### config.mk
export PLATFORM = sky130hd
export DESIGN_NAME = multi_hazard_ctrl
export DESIGN_NICKNAME = d
export VERILOG_FILES = /design/src/rtl/multi_hazard_ctrl.sv
export SDC_FILE = /design/constraint.sdc
export NUM_CORES = 1
export LEC_CHECK = 0
export ABC_AREA = 1
export CORE_ASPECT_RATIO = 0.75
export CORE_MARGIN = 10
export CORE_UTILIZATION = 42
export DETAILED_ROUTE_END_ITERATION = 10
export PLACE_DENSITY = 0.88
export SYNTH_ARGS = -nofsm -noshare
export SYNTH_HDL_FRONTEND = slang
export SYNTH_SLANG_ARGS = --single-unit
### constraint.sdc
create_clock -name clk -period 1.4 [get_ports clk]
set_input_delay 0.28 -clock clk [delete_from_list [all_inputs] [get_ports clk]]
set_output_delay 0.28 -clock clk [all_outputs]
set_load 0.02 [all_outputs]
### src/rtl/multi_hazard_ctrl.sv
// multi_hazard_ctrl: pipeline hazard controller.
// Arbitrates dmem stalls, multi-cycle EX ops, EX-stage redirects, load-use
// hazards and imem stalls, and drives the pipeline stall/flush controls.
// Optional feature macro: HAZARD_NO_FORWARD_EN (no forwarding paths, so any
// in-flight register write that matches an ID source stalls ID).
//
// state      | meaning
// -----------+-----------------------------------------------------------
// IDLE       | normal flow; events are arbitrated by priority
// MULTI      | multi-cycle op resident in EX, counting down its latency
// REDIR_PEND | redirect taken while imem busy; saved target awaits imem
module multi_hazard_ctrl #(
  parameter int XLEN    = 32,
  parameter int MUL_LAT = 4
) (
  input  logic            clk,
  input  logic            reset,
  input  logic [4:0]      id_rs1,
  input  logic [4:0]      id_rs2,
  input  logic            id_rs1_used,
  input  logic            id_rs2_used,
  input  logic [4:0]      ex_rd,
  input  logic            ex_reg_write,
  input  logic            ex_mem_read,
  input  logic [4:0]      mem_rd,
  input  logic            mem_reg_write,
  input  logic            ex_multi,
  input  logic            ex_redirect,
  input  logic [XLEN-1:0] ex_target,
  input  logic            imem_ready,
  input  logic            dmem_ready,
  output logic            stall_pc,
  output logic            stall_ifid,
  output logic            stall_idex,
  output logic            stall_exmem,
  output logic            stall_memwb,
  output logic            flush_ifid,
  output logic            flush_idex,
  output logic            flush_exmem,
  output logic            redirect_valid,
  output logic [XLEN-1:0] redirect_target,
  output logic            multi_busy
);

  typedef enum logic [1:0] {
    IDLE       = 2'd0,
    MULTI      = 2'd1,
    REDIR_PEND = 2'd2
  } state_t;

  // The IDLE cycle that accepts the op is the first EX-resident cycle and
  // the MULTI exit cycle is the last, so MULTI counts MUL_LAT-2 down to 0.
  localparam logic [3:0] CNT_INIT = 4'(MUL_LAT - 2);

`ifdef HAZARD_NO_FORWARD_EN
  localparam logic NO_FWD = 1'b1;
`else
  localparam logic NO_FWD = 1'b0;
`endif

  state_t            state_q, state_d;
  logic [3:0]        cnt_q, cnt_d;
  logic [XLEN-1:0]   tgt_q, tgt_d;
  logic              done_q, done_d;

  logic rs_hit_ex, rs_hit_mem, load_use, alu_dep, data_hazard;

  // Source/destination match terms; x0 never produces a hazard
  always_comb begin
    rs_hit_ex   = (ex_rd != 5'd0) &&
                  ((id_rs1_used && (id_rs1 == ex_rd)) ||
                   (id_rs2_used && (id_rs2 == ex_rd)));
    rs_hit_mem  = (mem_rd != 5'd0) &&
                  ((id_rs1_used && (id_rs1 == mem_rd)) ||
                   (id_rs2_used && (id_rs2 == mem_rd)));
    load_use    = ex_mem_read && ex_reg_write && rs_hit_ex;
    alu_dep     = (ex_reg_write && rs_hit_ex) || (mem_reg_write && rs_hit_mem);
    data_hazard = load_use || (NO_FWD && alu_dep);
  end

  // Next-state and output decode, in priority order
  always_comb begin
    state_d         = state_q;
    cnt_d           = cnt_q;
    tgt_d           = tgt_q;
    done_d          = done_q;
    stall_pc        = 1'b0;
    stall_ifid      = 1'b0;
    stall_idex      = 1'b0;
    stall_exmem     = 1'b0;
    stall_memwb     = 1'b0;
    flush_ifid      = 1'b0;
    flush_idex      = 1'b0;
    flush_exmem     = 1'b0;
    redirect_valid  = 1'b0;
    multi_busy      = (state_q == MULTI);
    redirect_target = (state_q == REDIR_PEND) ? tgt_q : ex_target;

    if (!dmem_ready) begin
      // Whole pipeline freezes; controller state holds
      stall_pc    = 1'b1;
      stall_ifid  = 1'b1;
      stall_idex  = 1'b1;
      stall_exmem = 1'b1;
      stall_memwb = 1'b1;
    end else begin
      case (state_q)
        IDLE: begin
          done_d = 1'b0;
          // done_q masks the op that just finished and is now leaving EX
          if (ex_multi && !done_q) begin
            stall_pc    = 1'b1;
            stall_ifid  = 1'b1;
            stall_idex  = 1'b1;
            flush_exmem = 1'b1;
            cnt_d       = CNT_INIT;
            state_d     = MULTI;
          end else if (ex_redirect) begin
            flush_ifid = 1'b1;
            flush_idex = 1'b1;
            if (imem_ready) begin
              redirect_valid = 1'b1;
            end else begin
              stall_pc = 1'b1;
              tgt_d    = ex_target;
              state_d  = REDIR_PEND;
            end
          end else if (data_hazard || !imem_ready) begin
            stall_pc   = 1'b1;
            stall_ifid = 1'b1;
            flush_idex = 1'b1;
          end
        end
        MULTI: begin
          stall_pc    = 1'b1;
          stall_ifid  = 1'b1;
          stall_idex  = 1'b1;
          flush_exmem = 1'b1;
          if (cnt_q != 4'd0) begin
            cnt_d = cnt_q - 4'd1;
          end else begin
            done_d  = 1'b1;
            state_d = IDLE;
          end
        end
        REDIR_PEND: begin
          flush_ifid = 1'b1;
          if (imem_ready) begin
            redirect_valid = 1'b1;
            state_d        = IDLE;
          end else begin
            stall_pc = 1'b1;
          end
        end
        default: state_d = IDLE;
      endcase
    end

    // Reset quiets every output regardless of state
    if (reset) begin
      stall_pc        = 1'b0;
      stall_ifid      = 1'b0;
      stall_idex      = 1'b0;
      stall_exmem     = 1'b0;
      stall_memwb     = 1'b0;
      flush_ifid      = 1'b0;
      flush_idex      = 1'b0;
      flush_exmem     = 1'b0;
      redirect_valid  = 1'b0;
      multi_busy      = 1'b0;
      redirect_target = '0;
    end
  end

  // State, counter, saved target and done flag registers
  always_ff @(posedge clk) begin
    if (reset) begin
      state_q <= IDLE;
      cnt_q   <= 4'd0;
      tgt_q   <= '0;
      done_q  <= 1'b0;
    end else begin
      state_q <= state_d;
      cnt_q   <= cnt_d;
      tgt_q   <= tgt_d;
      done_q  <= done_d;
    end
  end

endmodule

### Yosys cells after proc, flatten, opt, wreduce, memory -nomap -nowiden

Index checks and enable logic that the tools add are counted.

* input bits: 63
* output and inout bits: 42
* bits in registers: 39
* word-level logic and storage cells: 85

* reduce and logical (&&, ||, !) cells: 18
* multiplexer cells: 50
* bitwise operators: 2
* equality and inequality tests: 10
* add/subtract/negate cells: 1

Operators with widths (number)
* $mux 32: 2
* $mux 1: 33
* $eq 5x5->1: 2
* $mux 2: 5
* $pmux 1 s2: 5
* $reduce_and 5->1: 2
* $mux 4: 2
* $pmux 4 s2: 1
* $logic_and 1x1->1: 6
* $ne 2x2->1 const B: 3
* $ne 3x3->1 const B: 2
* $pmux 2 s3: 1
* $reduce_bool 5->1: 1
* $reduce_and 4->1: 1
* $reduce_bool 4->1: 1
* $sub 4x1->4 const B: 1
* $pmux 1 s3: 1
* $reduce_and 3->1: 1
* $eq 2x1->1 const B: 1
* $eq 2x2->1 const B: 1
* $logic_not 1->1: 2
* $logic_not 2->1: 1
* $logic_or 1x1->1: 2
* $ne 2x1->1 const B: 1
* other kinds (2): 3

### Depth between registers and ports, before layout

Gate-level depths: netlist of the first run.

* word-level depth: 12
* mapped depth: 10
* depth with buffers taken out: 10

### Worst setup path after synthesis of the first run

OpenSTA, ideal clock, no wires.

* kind: register -> output
* start point: register state_q[1]
* end point: output redirect_target[10]
* arrival: 1.184 ns
* path slack: -0.064 ns
* cell stages (with the launch flop): 7
* buffers on the path: 2
* path through: dfxtp_1 > buf_4 > nand2_1 > inv_2 > buf_2 > nor2_1 > nor2_1

* longest elaborated chain between the ends: 3

RTL lines
* from (decl): line 61 `state_t state_q, state_d;`
* from (signal assigned): line 183 `state_q <= state_d;`
* $eq 2x2->1: line 97 `redirect_target = (state_q == REDIR_PEND) ? tgt_q : ex_target;`
* $mux 32: line 97
* $mux 32: line 160 `if (reset) begin`
* to (decl): line 41 `output logic [XLEN-1:0] redirect_target,`

No other way between the ends.

### Worst setup path in the final report of the first run

* start point: input id_rs1[1]
* end point: output stall_pc

* longest elaborated chain between the ends: 12

RTL lines
* from (decl): line 18 `input logic [4:0] id_rs1,`
* $eq 5x5->1: line 71 `((id_rs1_used && (id_rs1 == ex_rd)) ||`
* $logic_and 1x1->1: line 71
* $logic_or 1x1->1: line 71
* $logic_and 1x1->1: line 70 `rs_hit_ex = (ex_rd != 5'd0) &&`
* $logic_and 1x1->1: line 76 `load_use = ex_mem_read && ex_reg_write && rs_hit_ex;`
* $logic_or 1x1->1: line 128 `end else if (data_hazard || !imem_ready) begin`
* $mux 1: line 128
* $mux 1: line 118 `end else if (ex_redirect) begin`
* $mux 1: line 111 `if (ex_multi && !done_q) begin`
* $pmux 1 s3: line 107 `case (state_q)`
* $mux 1: line 99 `if (!dmem_ready) begin`
* $mux 1: line 160
* to (decl): line 32 `output logic stall_pc,`

No other way between the ends.

==> out/qor.yml, run 1 <==
drv_slew: 0
grt_first_pass_wirelength_mm: 13.8
crit_fanout: 2
fin_skew_ps: 8.73
synth-simple-area-share_pct: 38.0
peakVddDrop_mv: 0.518
area_growth_pct: 79.6
nets: 603
cts_tree: "built"
crit_start: "id_rs1[1]"
cts_buffers: 5
max-slew-margin-rel_pct: 84.6
io_pins: 105
violations: "negative setup slack"
end_kind: "output pin"
cts.sink_count: 39
synthXorXnorAreaFrac_pct: 0
nFillCells: 404
final-setup-viol-count: 77
layout-drive-gt1-share_pct: 40.6
p_leak_nw: 1.92
use_met3_pct: 4.98
dr.pass1.iters: 4
die_area_um2: 9040
setup_slack_ps: -339
num_rows: 23
yosysWarnings: 0
synth.area.mux_share_pct: 0
hold_viol_final: 0
ys_ff_latch: 39
root_buffer: "clkbuf_8"
portBuffers: 98
fp.coreArea_um2: 5380
syn-cell-area_um2: 2360
diodes: 0
worstMarginPinSlew_ps: 231
drc: 0
syn_nets: 459
gp_congestion: 0.934
path_class: "in2out"
status: "finished, violations left"
finalCriticalPeriod_ps: 1740
max_freq_mhz: 575
yosysUniqueCellTypes: 25
wl_mm: 9.04
die_h_um: 84.9
whs_ps: 485
fin_util_pct: 78.7
cp-start-kind: "input port"
htree_levels: 2
wire_per_inst_um: 14.7
antenna_found_initial: 0
clk_path_buf_depth: 2
hold_class: "reg2reg"
dpl.hpwl_mm: 6.36
yosys.area_share.adder_pct: 0.531
grt_max_degree: 34
fin_crit_sh_pct: 124
overflow: 0
grt_pass1_vias: 2974
maxCapViolCount: 0
antenna_left: 0
p_total_mw: 3.14
netlist_instances: 395
cp_data_arrival_time_ps: 1460
cp.required_ps: 1120
synth_compound_area_share_pct: 17.1
track_usage_pct: 18.0
clkTransAtPathRegs_ps: 80
yosysSeqAreaShare_pct: 33.1
vias: 3055
start_util_pct: 43.8
r2r-start: "state_q[0]"
rsz0062_at_grt: "true"
clock_latency_ps: 300
die_x_um: 107
fin_setup_tns_ps: -11910
grt_busiest_layer: "met2"
synth_top_family_by_area: "simple AND/OR/NAND/NOR gates"
drt_iter0_drc: 118
met1_usage_pct: 21.2
vias_per_cell: 4.97
hold_start: "tgt_q[18]"
gr-usage-met2_pct: 31.6
syn_area_per_cell_um2: 5.97
powerDensity_nw_per_um2: 742
layout make-up:
cell class / instances / area (µm²) / area share, %
multi-input combinational: 297 / 1590 / 37.6
timing repair buffer: 159 / 1520 / 35.8
sequential: 39 / 787 / 18.6
inverter: 37 / 161 / 3.81
tap: 75 / 93.8 / 2.22
clock buffer: 6 / 72.6 / 1.71
clock inverter: 2 / 12.5 / 0.295
worst max-delay path, cell delays in order:
cell and delay (ps):
dlygate4sd2_1 250, nand2_1 60, nand2_1 50, nor2_1 100, nand3_1 90, nand2_1 110, nand2_2 100, nand2_2 100
nand2_2 60, a21oi_2 120, buf_6 140
power by group:
part	switching [mW]	internal, mW
registers	0.0320	1.16
clock network	0.401	0.348
logic	0.625	0.572
kinds of logic (layout without fill, tap and decap cells):
logic type | Yosys count | count (layout)
AND/OR/NAND/NOR | 216 | 216
AO/OA/AOI/OAI | 80 | 80
buffers and inverters | 59 | 204
flip-flops | 39 | 39
adder cells (fa/ha/maj) | 1 | 1
what timing repair did:
action / CTS / global route
hold buffers: 0 / 0
setup buffers: 3 / 1
gates cloned: 2 / 3
setup endpoints to repair: 51 / 76
gates resized for setup: 314 / 76
pin swaps: 22 / 29
layer usage:
metal  up-vias  wire length (µm)  part of all wire, %
met2        94              4530                   50
met3        18               519                  5.7
li1       1535                 -                    -
met5         -                 0                    0
met1      1408              3820                   42
met4         0               165                  1.8
placed cells by master (no fill, tap or decap), types with 2 or more instances in the layout:
| cell type | count |
|---|---|
| inv_4 | 2 |
| dfxtp_1 | 36 |
| buf_12 | 9 |
| clkdlybuf4s15_1 | 4 |
| clkbuf_16 | 3 |
| nor2_4 | 8 |
| nor2_1 | 105 |
| nand4_1 | 2 |
| dfxtp_2 | 2 |
| nand2_1 | 35 |
| o21ai_0 | 3 |
| dlygate4sd2_1 | 7 |
| buf_4 | 68 |
| a21oi_2 | 2 |
| nand2_4 | 2 |
| nand2_2 | 6 |
| buf_2 | 9 |
| clkdlybuf4s50_1 | 36 |
| nor3_4 | 2 |
| inv_2 | 10 |
| o21ai_2 | 14 |
| o21ai_1 | 56 |
| inv_1 | 23 |
| nand3_1 | 7 |
| buf_6 | 17 |
| nand3_2 | 2 |
| clkbuf_2 | 5 |
| a21oi_1 | 3 |
| nor2_2 | 42 |
| nor3_2 | 2 |
| clkbuf_8 | 5 |
synthesized netlist by cell type:
master / instances / area share [%]
nor2_1: 151 / 24
nand2_1: 42 / 6.7
dfxtp_1: 39 / 33
o21ai_0: 39 / 8.3
o21ai_1: 34 / 7.2
inv_1: 31 / 4.9
buf_2: 10 / 2.1
nand3_1: 8 / 1.7
a21oi_1: 5 / 1.1
inv_2: 5 / 0.80
clkbuf_1: 4 / 0.64
nor2_4: 4 / 1.9
nor3_1: 4 / 0.85
buf_1: 3 / 0.48
buf_6: 3 / 1.4
a31oi_1: 2 / 0.53
buf_4: 2 / 0.64
nand4_1: 2 / 0.53
clkinv_2: 1 / 0.21
ha_1: 1 / 0.53
nand2_2: 1 / 0.27
nand2_4: 1 / 0.48
nand3_2: 1 / 0.42
nand3_4: 1 / 0.74
nor3_2: 1 / 0.42
sequential cells by signal (all words and copies together), names as in the netlist:
| name | flops |
|---|---|
| state_q | 2 |
| cnt_q | 4 |
| tgt_q | 32 |
| done_q | 1 |
final timing paths:
path                    end  slack (ps)  depth (start not counted)
setup / recovery   stall_pc        -340                         11
hold / removal    tgt_q[18]         490                          2
setup reg to reg  tgt_q[25]        -120                          7
hold reg to reg   tgt_q[18]         490                          2
stage by stage:
| stage | std cells | setup WS, ps | area, µm² |
|---|---|---|---|
| 6_report | 615 | -339 | 4240 |
| 5_1_grt | 615 | -401 | 4240 |
| 4_1_cts | 611 | -308 | 3990 |
| 3_5_place_dp | 598 | -1100 | 3860 |
| 3_3_place_gp | 598 | -1030 | 3860 |
| 2_1_floorplan | 395 | 8.39 | 2440 |
Note: power is estimated with default switching activity, not from simulation.
==> run 2: changes to the inputs <==
--- a/config.mk
+++ b/config.mk
@@ -6,10 +6,11 @@
 export NUM_CORES = 1
 export LEC_CHECK = 0
 export ABC_AREA = 1
-export CORE_ASPECT_RATIO = 0.75
+export CORE_ASPECT_RATIO = 1.1
 export CORE_MARGIN = 10
 export CORE_UTILIZATION = 42
 export DETAILED_ROUTE_END_ITERATION = 10
+export GPL_TIMING_DRIVEN = 0
 export PLACE_DENSITY = 0.88
 export SYNTH_ARGS = -nofsm -noshare
 export SYNTH_HDL_FRONTEND = slang
==> run 2 against run 1 <==
The flow still finishes with violations (negative setup slack). Largest cell class unchanged. Critical path type is now reg2out. Combinational power fell by 7%. Final cell count fell by 3.6%. Sequential power barely moved. Via count fell by 5.1%. Hold slack improved by 2.0 ps. Global-route usage fell by 0.81 points.
==> out/qor.yml, run 2 (synthesis results as in run 1) <==
cts_buffers: 5  # unchanged
cts_tree: "built"
top_regs: "tgt_q (32), cnt_q (4), state_q (2)"
fp.coreArea_um2: 5430  # +0.91%
grt_pass1_vias: 2890  # -2.8%
vias: 2898  # -5.1%
grt_max_degree: 14  # -59%
finalCriticalPeriod_ps: 1690  # -46.4 ps
hold_class: "reg2reg"
cp_cell_sequence: "nor2_4 > nor2_4 > clkinv_2 > nor2_2 > nand2_2 > nand3_1 > o21ai_1 > buf_4"
gr-usage-met2_pct: 33.2  # +1.6 points
post-route-cell-area_um2: 4010  # -5.3%
layout-drive-gt1-share_pct: 39.7  # -0.90 points
nets: 580  # -3.8%
cp-start-kind: "flop"
r2r-start: "done_q"
top_register: "tgt_q"
largest_register_ffs: 32  # unchanged
path_class: "reg2out"
area_growth_pct: 70.1
dpl.hpwl_mm: 6.00  # -5.7%
die_area_um2: 9020  # -0.30%
cpPeakStageDelay_ps: 360  # +110 ps
dr.pass1.iters: 4  # unchanged
met1_usage_pct: 17.2  # -4.0 points
cts.sink_count: 39  # unchanged
cp_data_arrival_time_ps: 1410  # -50 ps
layout_commonest_cell: "nor2_1"
max-slew-margin-rel_pct: 72.8  # -12 points
p_leak_nw: 1.77  # -8.1%
portBuffers: 98  # unchanged
fin_skew_ps: 10.1  # +1.41 ps
min_to: "tgt_q[19]"
hold_start: "tgt_q[19]"
crit_top_cell: "nor2_4"
wl_mm: 8.32  # -8.0%
clk_path_buf_depth: 2  # unchanged
die_x_um: 91.5  # -14%
drt_iter0_drc: 125  # +5.9%
powerDensity_nw_per_um2: 770  # +3.8%
num_rows: 28  # +22%
track_usage_pct: 17.2  # -0.81 points
antenna_found_initial: 1  # +1
clock_latency_ps: 290  # about the same
hold_path_depth: 2  # unchanged
placed_area_um2: 3520  # -8.8%
root_buffer: "clkbuf_8"
setup_slack_ps: -293  # +46.4 ps
fin_crit_sh_pct: 121  # -3.3 points
clkTransAtPathRegs_ps: 80  # about the same
overflow: 0  # unchanged
io_pins: 105  # unchanged
r2r_cells: 11  # +4
final-setup-viol-count: 44  # -43%
violations: "negative setup slack"
hold_viol_final: 0  # unchanged
start_util_pct: 43.4  # -0.39 points
worstMarginPinSlew_ps: 407  # +176 ps
antenna_left: 0  # unchanged
die_h_um: 98.6  # +16%
fin_setup_tns_ps: -9810  # +2100 ps
htree_levels: 2  # unchanged
wire_per_inst_um: 14.0  # -4.6%
grt_busiest_layer: "met2"
maxCapViolCount: 0  # unchanged
grt_first_pass_wirelength_mm: 13.2  # -4.8%
final_cell_mix: "nor2_1, nor2_2, o21ai_1"
gp_congestion: 0.874  # -6.5%
critPathSlowestCell: "dfxtp_2"
status: "finished, violations left"
rr_endpoint: "cnt_q[3]"
rsz0062_at_grt: "true"
drc: 0  # unchanged
use_met3_pct: 4.02  # -0.96 points
drv_slew: 0  # unchanged
end_kind: "output pin"
peakVddDrop_mv: 0.701  # +35%
max_freq_mhz: 591  # +2.7%
r2r_slack_ps: -130  # about the same
vias_per_cell: 4.89  # -1.6%
crit_fanout: 3  # +1
cp.required_ps: 1120  # about the same
[run 2: through the flow]
step           std cells  util (%)  setup slack (ps)  power, mW  hold WS [ps]
3_3_place_gp         568      64.8             -1140       2.14           451
4_1_cts              588      70.8              -271       3.01           474
2_1_floorplan        395         -              8.39       1.74           429
6_report             593      73.9              -293       3.09           487
3_5_place_dp         568      64.8             -1190       2.17           466
5_1_grt              593      73.9              -364       3.24           500
[run 2: layout make-up]
type / instances / area (µm²)
Clock buffer: 5 / 68.8
Clock inverter: 3 / 20.0
Fill cell: 412 / 1420
Antenna cell: 1 / 2.50
Tap cell: 75 / 93.8
Inverter: 37 / 155
Timing Repair Buffer: 114 / 1020
Multi-Input combinational cell: 297 / 1610
Sequential cell: 39 / 787
Buffer: 22 / 255
[run 2: critical path: cells and delay by family, from the launching register on]
family          cells  cell delay, ps
flops               1             360
simple gates        5             430
buf+inv             2             260
compound gates      1              70
[run 2: worst max path at each step]
| stage | cells after the start | slack (ps) | startpoint | to |
|---|---|---|---|---|
| 5_1_grt | 8 | -360 | done_q | stall_ifid |
| 6_report | 8 | -290 | done_q | stall_ifid |
| 3_5_place_dp | 7 | -1190 | reset | redirect_target[11] |
| 2_1_floorplan | 6 | 8 | state_q[1] | redirect_target[10] |
| 3_3_place_gp | 7 | -1140 | reset | redirect_target[29] |
| 4_1_cts | 6 | -270 | state_q[0] | redirect_target[11] |
[run 2: what timing repair did]
action / 4_1_cts / 5_1_grt
endpoints found under the hold margin: 0 / 0
pin swaps: 28 / 16
setup buffers: 10 / 4
endpoints found under the setup margin: 52 / 75
hold buffers: 0 / 0
cloned: 2 / 0
gates resized for setup: 380 / 51
[run 2: layer usage]
metal,wire (µm),up-vias
met5,0,-
met4,183,0
met3,331,14
met2,4620,69
met1,3180,1324
li1,-,1491
[run 2: report_power, final]
part / total (mW) / internal [mW] / switching, mW
combinational: 1.12 / 0.521 / 0.601
clock: 0.769 / 0.347 / 0.422
sequential: 1.20 / 1.16 / 0.0345
total: 3.09 / 2.03 / 1.06
